<file path="src/rtl/csa_pkg.sv">
// -----------------------------------------------------------------------------
// csa_pkg
//   Shared types and helpers for the carry-save resolve pipeline.
//   - CSA_DW / CSA_NSEG : default word width and segment count
//   - csa_pair_t        : a carry-save pair {sum, carry} at the default width
//   - seg_lo()          : bit offset of segment k for a given segment width
//   - csa_cfg_ok()      : legality of a (DW, NSEG) pairing, checked at elaboration
// -----------------------------------------------------------------------------
package csa_pkg;

  localparam int unsigned CSA_DW   = 32;
  localparam int unsigned CSA_NSEG = 4;

  typedef struct packed {
    logic [CSA_DW-1:0] sum;
    logic [CSA_DW-1:0] carry;
  } csa_pair_t;

  function automatic int unsigned seg_lo(input int unsigned k, input int unsigned segw);
    return k * segw;
  endfunction

  // Every segment must be the same width, so NSEG has to divide DW exactly.
  function automatic bit csa_cfg_ok(input int unsigned dw, input int unsigned nseg);
    return (nseg >= 1) && (dw >= nseg) && ((dw % nseg) == 0);
  endfunction

endpackage : csa_pkg

</file>
<file path="src/rtl/csa_seg_stage.sv">
// -----------------------------------------------------------------------------
// csa_seg_stage
//   One pipeline slice of the carry-propagate adder. It adds segment K of the
//   carry-save pair plus the incoming segment carry, merges the result into the
//   partially resolved word, and registers everything behind a valid/ready slice.
//
//   Upstream side  : valid_i, ready_o, sum_i, carry_i, res_i, cin_i
//   Downstream side: valid_o, ready_i, sum_o, carry_o, res_o, cout_o
//   res_*  : bits [(K+1)*SEGW-1:0] resolved after this stage, upper bits zero
//   cout_o : carry into segment K+1 (for the last stage, carry out of the word)
// -----------------------------------------------------------------------------
module csa_seg_stage
  import csa_pkg::*;
#(
  parameter int unsigned DW   = 32,
  parameter int unsigned SEGW = 8,
  parameter int unsigned K    = 0
) (
  input  logic          clk,
  input  logic          rst_n,
  input  logic          valid_i,
  output logic          ready_o,
  input  logic [DW-1:0] sum_i,
  input  logic [DW-1:0] carry_i,
  input  logic [DW-1:0] res_i,
  input  logic          cin_i,
  output logic          valid_o,
  input  logic          ready_i,
  output logic [DW-1:0] sum_o,
  output logic [DW-1:0] carry_o,
  output logic [DW-1:0] res_o,
  output logic          cout_o
);

  localparam int unsigned LO = seg_lo(K, SEGW);

  logic [SEGW:0]  seg_add;
  logic [DW-1:0]  res_d;
  logic           cout_d;

  logic           valid_q;
  logic [DW-1:0]  sum_q;
  logic [DW-1:0]  carry_q;
  logic [DW-1:0]  res_q;
  logic           cout_q;

  // NOTE: every variable gets a default before any conditional or partial
  // assignment in always_comb, so no path can leave it unassigned (no latch).
  always_comb begin
    seg_add = {1'b0, sum_i[LO +: SEGW]} + {1'b0, carry_i[LO +: SEGW]}
            + {{SEGW{1'b0}}, cin_i};
    res_d   = res_i;
    res_d[LO +: SEGW] = seg_add[SEGW-1:0];
    cout_d  = seg_add[SEGW];
  end

  // The slice can take new data when it is empty or its content leaves this
  // cycle; this is what lets bubbles collapse behind a stalled stage.
  assign ready_o = !valid_q || ready_i;

  // NOTE: sequential state uses non-blocking assignments only, so every
  // register samples pre-edge values regardless of process ordering.
  // NOTE: datapath registers are reset too, so out_data reads zero after
  // reset instead of stale operands.
  always_ff @(posedge clk or negedge rst_n) begin
    if (!rst_n) begin
      valid_q <= 1'b0;
      sum_q   <= '0;
      carry_q <= '0;
      res_q   <= '0;
      cout_q  <= 1'b0;
    end else if (ready_o) begin
      valid_q <= valid_i;
      // Data only moves with a real transfer, keeping outputs quiet otherwise.
      if (valid_i) begin
        sum_q   <= sum_i;
        carry_q <= carry_i;
        res_q   <= res_d;
        cout_q  <= cout_d;
      end
    end
  end

  // Operands travel as whole words so every stage has the same port shape;
  // bits already resolved are simply never read downstream.
  assign valid_o = valid_q;
  assign sum_o   = sum_q;
  assign carry_o = carry_q;
  assign res_o   = res_q;
  assign cout_o  = cout_q;

endmodule : csa_seg_stage

</file>
<file path="src/rtl/csa_resolve_pipe.sv">
// -----------------------------------------------------------------------------
// csa_resolve_pipe
//   Resolves a carry-save pair (in_sum, in_carry) into a binary word with an
//   NSEG-deep segmented carry-propagate pipeline. Each stage resolves DW/NSEG
//   bits; stages are chained with a per-stage valid/ready handshake.
//
//   in_sum, in_carry : carry-save operands (in_carry already weighted 2^i at bit i)
//   in_valid/in_ready: upstream handshake; in_ready depends on out_ready
//   out_data         : (in_sum + in_carry) mod 2^DW
//   out_cout         : carry out of bit DW-1
//   out_valid/out_ready: downstream handshake
// -----------------------------------------------------------------------------
module csa_resolve_pipe
  import csa_pkg::*;
#(
  parameter int unsigned DW   = CSA_DW,
  parameter int unsigned NSEG = CSA_NSEG
) (
  input  logic          clk,
  input  logic          rst_n,
  input  logic [DW-1:0] in_sum,
  input  logic [DW-1:0] in_carry,
  input  logic          in_valid,
  output logic          in_ready,
  output logic [DW-1:0] out_data,
  output logic          out_cout,
  output logic          out_valid,
  input  logic          out_ready
);

  if (!csa_cfg_ok(DW, NSEG)) begin : g_bad_cfg
    $error("csa_resolve_pipe: DW must be a non-zero multiple of NSEG");
  end

  localparam int unsigned SEGW = DW / NSEG;

  // Index k is the input side of stage k; index NSEG is the pipe output.
  logic          valid_c [NSEG+1];
  logic          ready_c [NSEG+1];
  logic [DW-1:0] sum_c   [NSEG+1];
  logic [DW-1:0] carry_c [NSEG+1];
  logic [DW-1:0] res_c   [NSEG+1];
  logic          cin_c   [NSEG+1];

  assign valid_c[0] = in_valid;
  assign sum_c[0]   = in_sum;
  assign carry_c[0] = in_carry;
  assign res_c[0]   = '0;
  assign cin_c[0]   = 1'b0;
  assign in_ready   = ready_c[0];

  assign ready_c[NSEG] = out_ready;
  assign out_valid     = valid_c[NSEG];
  assign out_data      = res_c[NSEG];
  assign out_cout      = cin_c[NSEG];

  for (genvar k = 0; k < NSEG; k++) begin : g_stage
    csa_seg_stage #(
      .DW   (DW),
      .SEGW (SEGW),
      .K    (k)
    ) u_stage (
      .clk     (clk),
      .rst_n   (rst_n),
      .valid_i (valid_c[k]),
      .ready_o (ready_c[k]),
      .sum_i   (sum_c[k]),
      .carry_i (carry_c[k]),
      .res_i   (res_c[k]),
      .cin_i   (cin_c[k]),
      .valid_o (valid_c[k+1]),
      .ready_i (ready_c[k+1]),
      .sum_o   (sum_c[k+1]),
      .carry_o (carry_c[k+1]),
      .res_o   (res_c[k+1]),
      .cout_o  (cin_c[k+1])
    );
  end

endmodule : csa_resolve_pipe

</file>
<file path="config.mk">
export PLATFORM = sky130hd
export DESIGN_NAME = csa_resolve_pipe
export DESIGN_NICKNAME = d
export VERILOG_FILES = /design/src/rtl/csa_pkg.sv /design/src/rtl/csa_seg_stage.sv /design/src/rtl/csa_resolve_pipe.sv
export SDC_FILE = /design/constraint.sdc
export NUM_CORES = 1
export LEC_CHECK = 0
export CORE_AREA = 5 5 148 150
export CTS_CLUSTER_DIAMETER = 100
export DETAILED_ROUTE_END_ITERATION = 10
export DIE_AREA = 0 0 153 155
export GPL_TIMING_DRIVEN = 0
export PLACE_DENSITY = 0.69
export SLEW_MARGIN = 20
export SYNTH_ARGS = -nofsm -noshare
export SYNTH_HDL_FRONTEND = slang
export SYNTH_SLANG_ARGS = --single-unit
</file>
<file path="constraint.sdc">
create_clock -name clk -period 3.4 [get_ports clk]
set_clock_uncertainty 0.1 [all_clocks]
set_input_delay 0.51 -clock clk [delete_from_list [all_inputs] [get_ports clk]]
set_output_delay 0.51 -clock clk [all_outputs]
set_load 0.1 [all_outputs]
</file>
==> results of run 1 <==
==> state kept, by name, indices dropped and copies added, names as in the netlist <==
signal,cells
g_stage.u_stage.res_o,80
g_stage.u_stage.sum_o,48
g_stage.u_stage.cout_o,4
g_stage.u_stage.valid_o,4
g_stage.u_stage.carry_o,48
==> metal layers <==
layer  part of all wire (%)  wire length, um  vias to the layer above  GRT usage, %
li1                       -                -                     2303             -
met1                     44             7290                     2463          17.9
met2                     50             8380                       95          25.5
met3                    3.3              549                       22          3.12
met4                    2.4              391                        0          5.64
met5                      0                0                        -             0
==> power by group through the flow <==
stage / registers, W / logic (W) / clock network, W
final: 0.00338 / 0.00397 / 0.00204
after global routing: 0.00348 / 0.00426 / 0.00219
after CTS: 0.00339 / 0.00401 / 0.00209
after detailed placement: 0.00342 / 0.00399 / 0
after global placement: 0.00339 / 0.00388 / 0
after floorplan: 0.00470 / 0.00164 / 0
==> stage by stage <==
stage | std cells | instance area [sq um] | power (W) | util [%] | TNS [ns]
after floorplan | 578 | 8050 | 0.00633 | - | 0
after global placement | 955 | 9410 | 0.00727 | 45.8 | -997.87
after detailed placement | 956 | 9450 | 0.00741 | 45.9 | 0
after CTS | 987 | 10100 | 0.00950 | 48.9 | 0
after global routing | 987 | 10100 | 0.00992 | 48.9 | 0
final | 987 | 10100 | 0.00939 | 48.9 | 0
==> area by class of cell <==
class / count / area, sq um / area share, %
plain buffers: 22 / 159 / 1.58
clock buffers: 22 / 474 / 4.71
clock inverters: 9 / 140 / 1.39
inverters: 8 / 30.0 / 0.299
multi-input cells: 364 / 3250 / 32.4
flip-flops and latches: 184 / 4600 / 45.8
well taps: 275 / 344 / 3.42
repair buffers: 103 / 1050 / 10.5
==> path summary, 6_finish.rpt <==
path	start	endpoint	slack, ns	depth (start not counted)
worst max-delay path	out_ready	in_ready	0.22	5
worst min-delay path	rst_n	g_stage[3].u_stage.res_o[21]	0.02	1
worst max register to register	g_stage[1].u_stage.carry_o[16]	g_stage[2].u_stage.cout_o	0.89	7
worst min register to register	g_stage[0].u_stage.res_o[4]	g_stage[0].u_stage.res_o[4]	0.38	2
max in group asynchronous	rst_n	g_stage[3].u_stage.res_o[12]	2.30	2
min in group clk	g_stage[0].u_stage.res_o[4]	g_stage[0].u_stage.res_o[4]	0.38	2
==> cells in the final DEF, fill, tap and decap left out, types with 2 or more instances in the layout <==
master,n
nand2b_1,8
clkdlybuf4s50_1,101
nand2_1,32
clkinvlp_4,4
ha_1,29
o31a_1,2
or2_1,2
nor3_1,11
o21ai_0,30
o31ai_1,6
a21oi_1,18
dfrtp_1,184
clkbuf_8,3
o211ai_1,2
xnor2_1,4
nor2_1,10
xor2_1,14
fa_1,7
clkbuf_1,5
o21a_1,2
inv_1,8
buf_6,2
a211oi_1,7
a31oi_1,4
o21bai_1,4
nor2b_1,4
a21o_1,5
clkbuf_16,17
buf_8,5
bufinv_16,3
mux2_2,104
mux2_1,48
buf_2,13
==> kinds of logic after synthesis <==
kind of cell	synth area share, %
and+or+nand+nor	4.54
muxes	21.3
adders and majority gates	6.25
DFF	57.2
xor gates and xnor gates	1.96
buffers and inverters	2.35
AOI/OAI and AO/OA	6.42
==> metrics.md, run 1 <==
| Metric | Value |
|---|---|
| Synth top area share | 57.2% |
| # DRC | 0 |
| Startpoint types | input pin |
| Max IR drop VDD | 0.603 mV |
| Switching part of the total | 40.4% |
| Fraction of layout cells with a size suffix above 1 | 22.1% |
| Die width | 153 um |
| Crit path cell chain | clkdlybuf4s50_1 -> nand4b_1 -> or2_1 -> buf_6 -> clkdlybuf4s50_1 |
| Top Ports | 103 |
| Combinational share of power | 42.3% |
| Slew at the pin closest to its max-slew limit | 1.02 ns |
| I/O Buffers | 102 |
| Synth area leader | dfrtp_1 |
| Clk Latency, worst-skew pair | 0.43 ns |
| Pre-CTS setup slack | 0.225 ns |
| PwrDens | 933 nW/um^2 |
| Via count | 4883 |
| Psw | 0.00379 W |
| Top delay family on crit path | buffers and inverters |
| CP bufs+invs | 3 |
| Count leader, synth | dfrtp_1 |
| CP Class | in2out |
| CTS sink cnt | 184 |
| CP Capture Type | primary output |
| Final WS setup | 0.219 ns |
| Synth unique cells | 39 |
| Row cnt | 53 |
| Area growth from synthesis to layout | 25.0% |
| # Max-Cap Violations | 0 |
| Largest net degree at the start of global routing | 97 |
| Die Ht | 155 um |
| HP Class | in2async |
| Overflow after GRT | 0 |
| Status | complete, no violations |
| H-tree Lvls | 4 |
| 1st-pass router iterations | 4 |
| Vias in the first global route | 5404 |
| # setup viols final | 0 |
| Num CTS Buffers | 17 |
| Vias per inst | 4.95 |
| Pleak | 4.28 nW |
| Total nets after synthesis | 682 |
| Prevailing post-synth register cell | dfrtp_1 |
| Post-DRT Antenna Nets | 0 |
| Initial antenna violation count | 0 |
| Final hold viol count | 0 |
| Dpl hpwl | 12100 um |
| Final Critical Period | 3.18 ns |
| Max Fclk | 314 MHz |
| Commonest cells in the netlist | dfrtp_1 (184), mux2_2 (104), mux2_1 (48) |
| Post-CTS Setup Repair Bufs | 0 |
| # fillers | 1825 |
| Relative slew slack | 31.7% |
| Final nets | 804 |
| CTS resizes | 0 |
| Synth Area per Inst | 13.9 sq um |
| EDFF count, synth | 0 |
| Reg clk slew, reported paths | 0.06 ns |
| Routability cong. | 0.845 |
| Sequential power share | 36.0% |
| Slowest stage delay, CP | 1.13 ns |
| Power Internal | 0.00560 W |
| Core area | 20600 sq um |
| Yosys reg bits | 184 |
| Required time of the critical path | 2.79 ns |
| Cts hold-fix bufs | 0 |
| Drt wl/cell | 16.8 um |
| Synth top area cells | dfrtp_1 (57%), mux2_2 (15%), mux2_1 (6.7%) |
| Asr flop ratio synth | 100% |
| Initial Utilization | 39.1% |
| Iter 0 DRT Violations | 139 |
| Die footprint | 23700 sq um |
| Unrepaired setup endpoints after global routing | no |
| Syn Inst Count | 578 |
| GRT Util Overall | 14.6% |
| Final period util | 93.6% |
| Diode count | 0 |
| Most Frequent Cell on Critical Path | clkdlybuf4s50_1 |
| Yosys warning total | 0 |
| Max stage delay cell, worst path | clkdlybuf4s50_1 |
| Arrival time worst endpoint | 2.57 ns |
| Sequential fraction of the synthesis area | 57.2% |
| Fin. max-slew vios | 0 |
| TritonCTS clock tree | built |
| Hold_ws | 0.0187 ns |
| Post-Syn Area | 8050 sq um |
| Routed Wire Length | 16600 um |
| Critical Path Fanout Max | 4 |
| Clk network pwr share | 21.7% |
| Clk buf depth | 2 |
| Global-route wire length before repair | 27600 um |
| Root buffer cell | clkbuf_16 |
(Power assumes the default switching activity.)
==> run 2, diff against run 1 <==
--- a/config.mk
+++ b/config.mk
@@ -5,13 +5,14 @@
 export SDC_FILE = /design/constraint.sdc
 export NUM_CORES = 1
 export LEC_CHECK = 0
-export CORE_AREA = 5 5 148 150
+export CORE_AREA = 5 5 140 142
 export CTS_CLUSTER_DIAMETER = 100
 export DETAILED_ROUTE_END_ITERATION = 10
-export DIE_AREA = 0 0 153 155
+export DIE_AREA = 0 0 145 147
 export GPL_TIMING_DRIVEN = 0
-export PLACE_DENSITY = 0.69
+export PLACE_DENSITY = 0.75
 export SLEW_MARGIN = 20
 export SYNTH_ARGS = -nofsm -noshare
 export SYNTH_HDL_FRONTEND = slang
 export SYNTH_SLANG_ARGS = --single-unit
+export TNS_END_PERCENT = 1
==> metrics.md, run 2 (synthesis results as in run 1) <==
| Metric | Value |
|---|---|
| # DRC | 0 (unchanged) |
| Slowest stage delay, CP | 1.14 ns (about the same) |
| Crit path cell chain | clkdlybuf4s50_1 -> nand4b_1 -> or2_1 -> buf_6 -> clkdlybuf4s50_1 |
| Root buffer cell | clkbuf_16 |
| Initial Utilization | 43.9% (+4.8 points) |
| Status | complete, no violations |
| Global-route wire length before repair | 27500 um (-0.25%) |
| Final nets | 806 (+0.25%) |
| Clk Latency, worst-skew pair | 0.43 ns (about the same) |
| GRT Util Overall | 16.0% (+1.4 points) |
| WL met3 | 553 um (+0.73%) |
| Metal-1 WL | 7060 um (-3.1%) |
| Final hold viol count | 0 (unchanged) |
| Top Layer Used | met4 |
| Initial antenna violation count | 0 (unchanged) |
| Max IR drop VDD | 0.932 mV (+55%) |
| Post-Place Cells | 916 (-4.2%) |
| Routability cong. | 0.886 (+4.8%) |
| TritonCTS clock tree | built |
| Fin. max-slew vios | 0 (unchanged) |
| Most common cell after layout, fill and taps aside | dfrtp_1 |
| Largest register FFs | 80 (unchanged) |
| Unrepaired setup endpoints after global routing | no |
| Drt wl/cell | 17.3 um (+2.9%) |
| Vias per inst | 5.17 (+4.6%) |
| Max stage delay cell, worst path | clkdlybuf4s50_1 |
| Row cnt | 50 (-5.7%) |
| Most frequent cells in the layout | dfrtp_1 (184), mux2_2 (104), clkdlybuf4s50_1 (101) |
| Routed Wire Length | 16400 um (-1.0%) |
| Die Ht | 147 um (-5.2%) |
| Power Internal | 0.00550 W (-1.7%) |
| Core area | 18300 sq um (-11%) |
| Psw | 0.00379 W (about the same) |
| Startpoint types | input pin |
| Top Ports | 103 (unchanged) |
| Arrival time worst endpoint | 2.63 ns (+0.06 ns) |
| Required time of the critical path | 2.79 ns (about the same) |
| Pleak | 4.29 nW (+0.12%) |
| Via count | 4909 (+0.53%) |
| 1st-pass router iterations | 4 (unchanged) |
| Max Fclk | 309 MHz (-1.8%) |
| CP bufs+invs | 3 (unchanged) |
| Diode count | 0 (unchanged) |
| Sequential power share | 36.3% (+0.3 points) |
| CTS sink cnt | 184 (unchanged) |
| Switching part of the total | 40.8% (+0.43 points) |
| Final period util | 95.2% (+1.7 points) |
| Clk network pwr share | 20.8% (-0.9 points) |
| Die width | 145 um (-5.2%) |
| H-tree Lvls | 4 (unchanged) |
| Final Critical Period | 3.24 ns (+0.0571 ns) |
| Non-filler cells, final | 949 (-3.9%) |
| Reg clk slew, reported paths | 0.07 ns (about the same) |
| # setup viols final | 0 (unchanged) |
| Most Frequent Cell on Critical Path | clkdlybuf4s50_1 |
| Slew at the pin closest to its max-slew limit | 1.02 ns (-0.00267 ns) |
| HP Class | reg2reg |
| Die footprint | 21300 sq um (-10%) |
| Num CTS Buffers | 17 (unchanged) |
| CP Class | in2out |
| Dpl hpwl | 12100 um (about the same) |
| Hold_ws | 0.378 ns (+0.359 ns) |
| Critical Path Fanout Max | 4 (unchanged) |
| I/O Buffers | 102 (unchanged) |
| # Max-Cap Violations | 0 (unchanged) |
| Iter 0 DRT Violations | 181 (+30%) |
| PwrDens | 928 nW/um^2 (-0.56%) |
| Top delay family on crit path | buffers and inverters |
| Post-CTS Setup Repair Bufs | 0 (unchanged) |
| Fraction of layout cells with a size suffix above 1 | 22.2% (+0.19 points) |
| Vias in the first global route | 5424 (+0.37%) |
| CP Capture Type | primary output |
| Post-DRT Antenna Nets | 0 (unchanged) |
| Overflow after GRT | 0 (unchanged) |
| Area growth from synthesis to layout | 24.4% |
| Largest net degree at the start of global routing | 72 (-26%) |
| Relative slew slack | 31.8% (+0.18 points) |
| Met2 WL | 8500 um (+1.4%) |
| Combinational share of power | 42.9% (+0.6 points) |
| Clk buf depth | 2 (unchanged) |
==> run 2: cell count changes in the layout (fill, tap and decap cells not counted) <==
cell           before  now
bufinv_16           3    2
clkinv_4            0    1
clkbuf_8            3    2
clkinv_2            0    3
buf_16              1    2
dlygate4sd3_1       0    1
inv_8               1    0
==> run 2: final timing paths <==
| path | startpoint | endpoint | depth (start not counted) | slack (ns) |
|---|---|---|---|---|
| max in group asynchronous | rst_n | g_stage[2].u_stage.res_o[7] | 4 | 1.76 |
| min in group asynchronous | rst_n | g_stage[3].u_stage.res_o[23] | 2 | 0.46 |
| worst max register to register | g_stage[1].u_stage.carry_o[16] | g_stage[2].u_stage.cout_o | 7 | 0.86 |
| worst max-delay path | out_ready | in_ready | 5 | 0.16 |
| worst min register to register | g_stage[0].u_stage.res_o[6] | g_stage[0].u_stage.res_o[6] | 2 | 0.38 |
| worst min-delay path | g_stage[0].u_stage.res_o[6] | g_stage[0].u_stage.res_o[6] | 2 | 0.38 |
==> run 2: tightest hold or removal path: stages (launching register included) <==
cell and delay, ns:
dfrtp_1 0.34, nand2_1 0.05, o31ai_1 0.05
==> run 2: power by group through the flow <==
stage	registers, W	clock network [W]	logic, W
4_1_cts	0.00339	0.00198	0.00402
3_5_place_dp	0.00342	0	0.00399
6_report	0.00338	0.00193	0.00398
2_1_floorplan	0.00470	0	0.00164
5_1_grt	0.00347	0.00208	0.00427
3_3_place_gp	0.00338	0	0.00386
==> run 2: stage by stage <==
stage                     setup TNS, ns  worst slack, ns  total power, W  util, %  instance area [sq um]
after detailed placement              0            0.177         0.00741     51.4                   9420
after floorplan                       0            0.900         0.00633        -                   8050
final                                 0            0.162         0.00930     54.6                  10000
after global placement          -982.70            -5.35         0.00725     51.1                   9360
after global routing                  0            0.115         0.00981     54.6                  10000
after CTS                             0            0.163         0.00939     54.6                  10000
==> run 2: cell type report <==
type	count	area, sq um
buffer	22	159
clock buffer	21	460
clock inverter	11	123
fill	1500	8320
inverter	8	30.0
multi-input combinational	364	3250
sequential	184	4600
tap	234	293
timing repair buffer	105	1090
==> run 2: layer usage <==
layer | global-route usage (%) | vias to the layer above
met5 | 0 | -
met4 | 5.56 | 0
met3 | 4.01 | 21
met2 | 27.8 | 89
met1 | 19.5 | 2479
li1 | - | 2320
==> run 2: what timing repair did <==
| item | 4_1_cts | 5_1_grt |
|---|---|---|
| gates resized for setup | 0 | 0 |
| setup endpoints to repair | 0 | 0 |
| hold endpoints to repair | 44 | 0 |
| hold buffers | 1 | 0 |
==> run 3, diff against run 2 <==
--- a/config.mk
+++ b/config.mk
@@ -11,6 +11,7 @@
 export DIE_AREA = 0 0 145 147
 export GPL_TIMING_DRIVEN = 0
 export PLACE_DENSITY = 0.75
+export SKIP_CTS_REPAIR_TIMING = 1
 export SLEW_MARGIN = 20
 export SYNTH_ARGS = -nofsm -noshare
 export SYNTH_HDL_FRONTEND = slang
==> results of run 3 <==
The final DEF is identical to that of run 2; final timing and power are the same.
Main changes from that run: via count of the first global-routing pass 5424 -> 5422
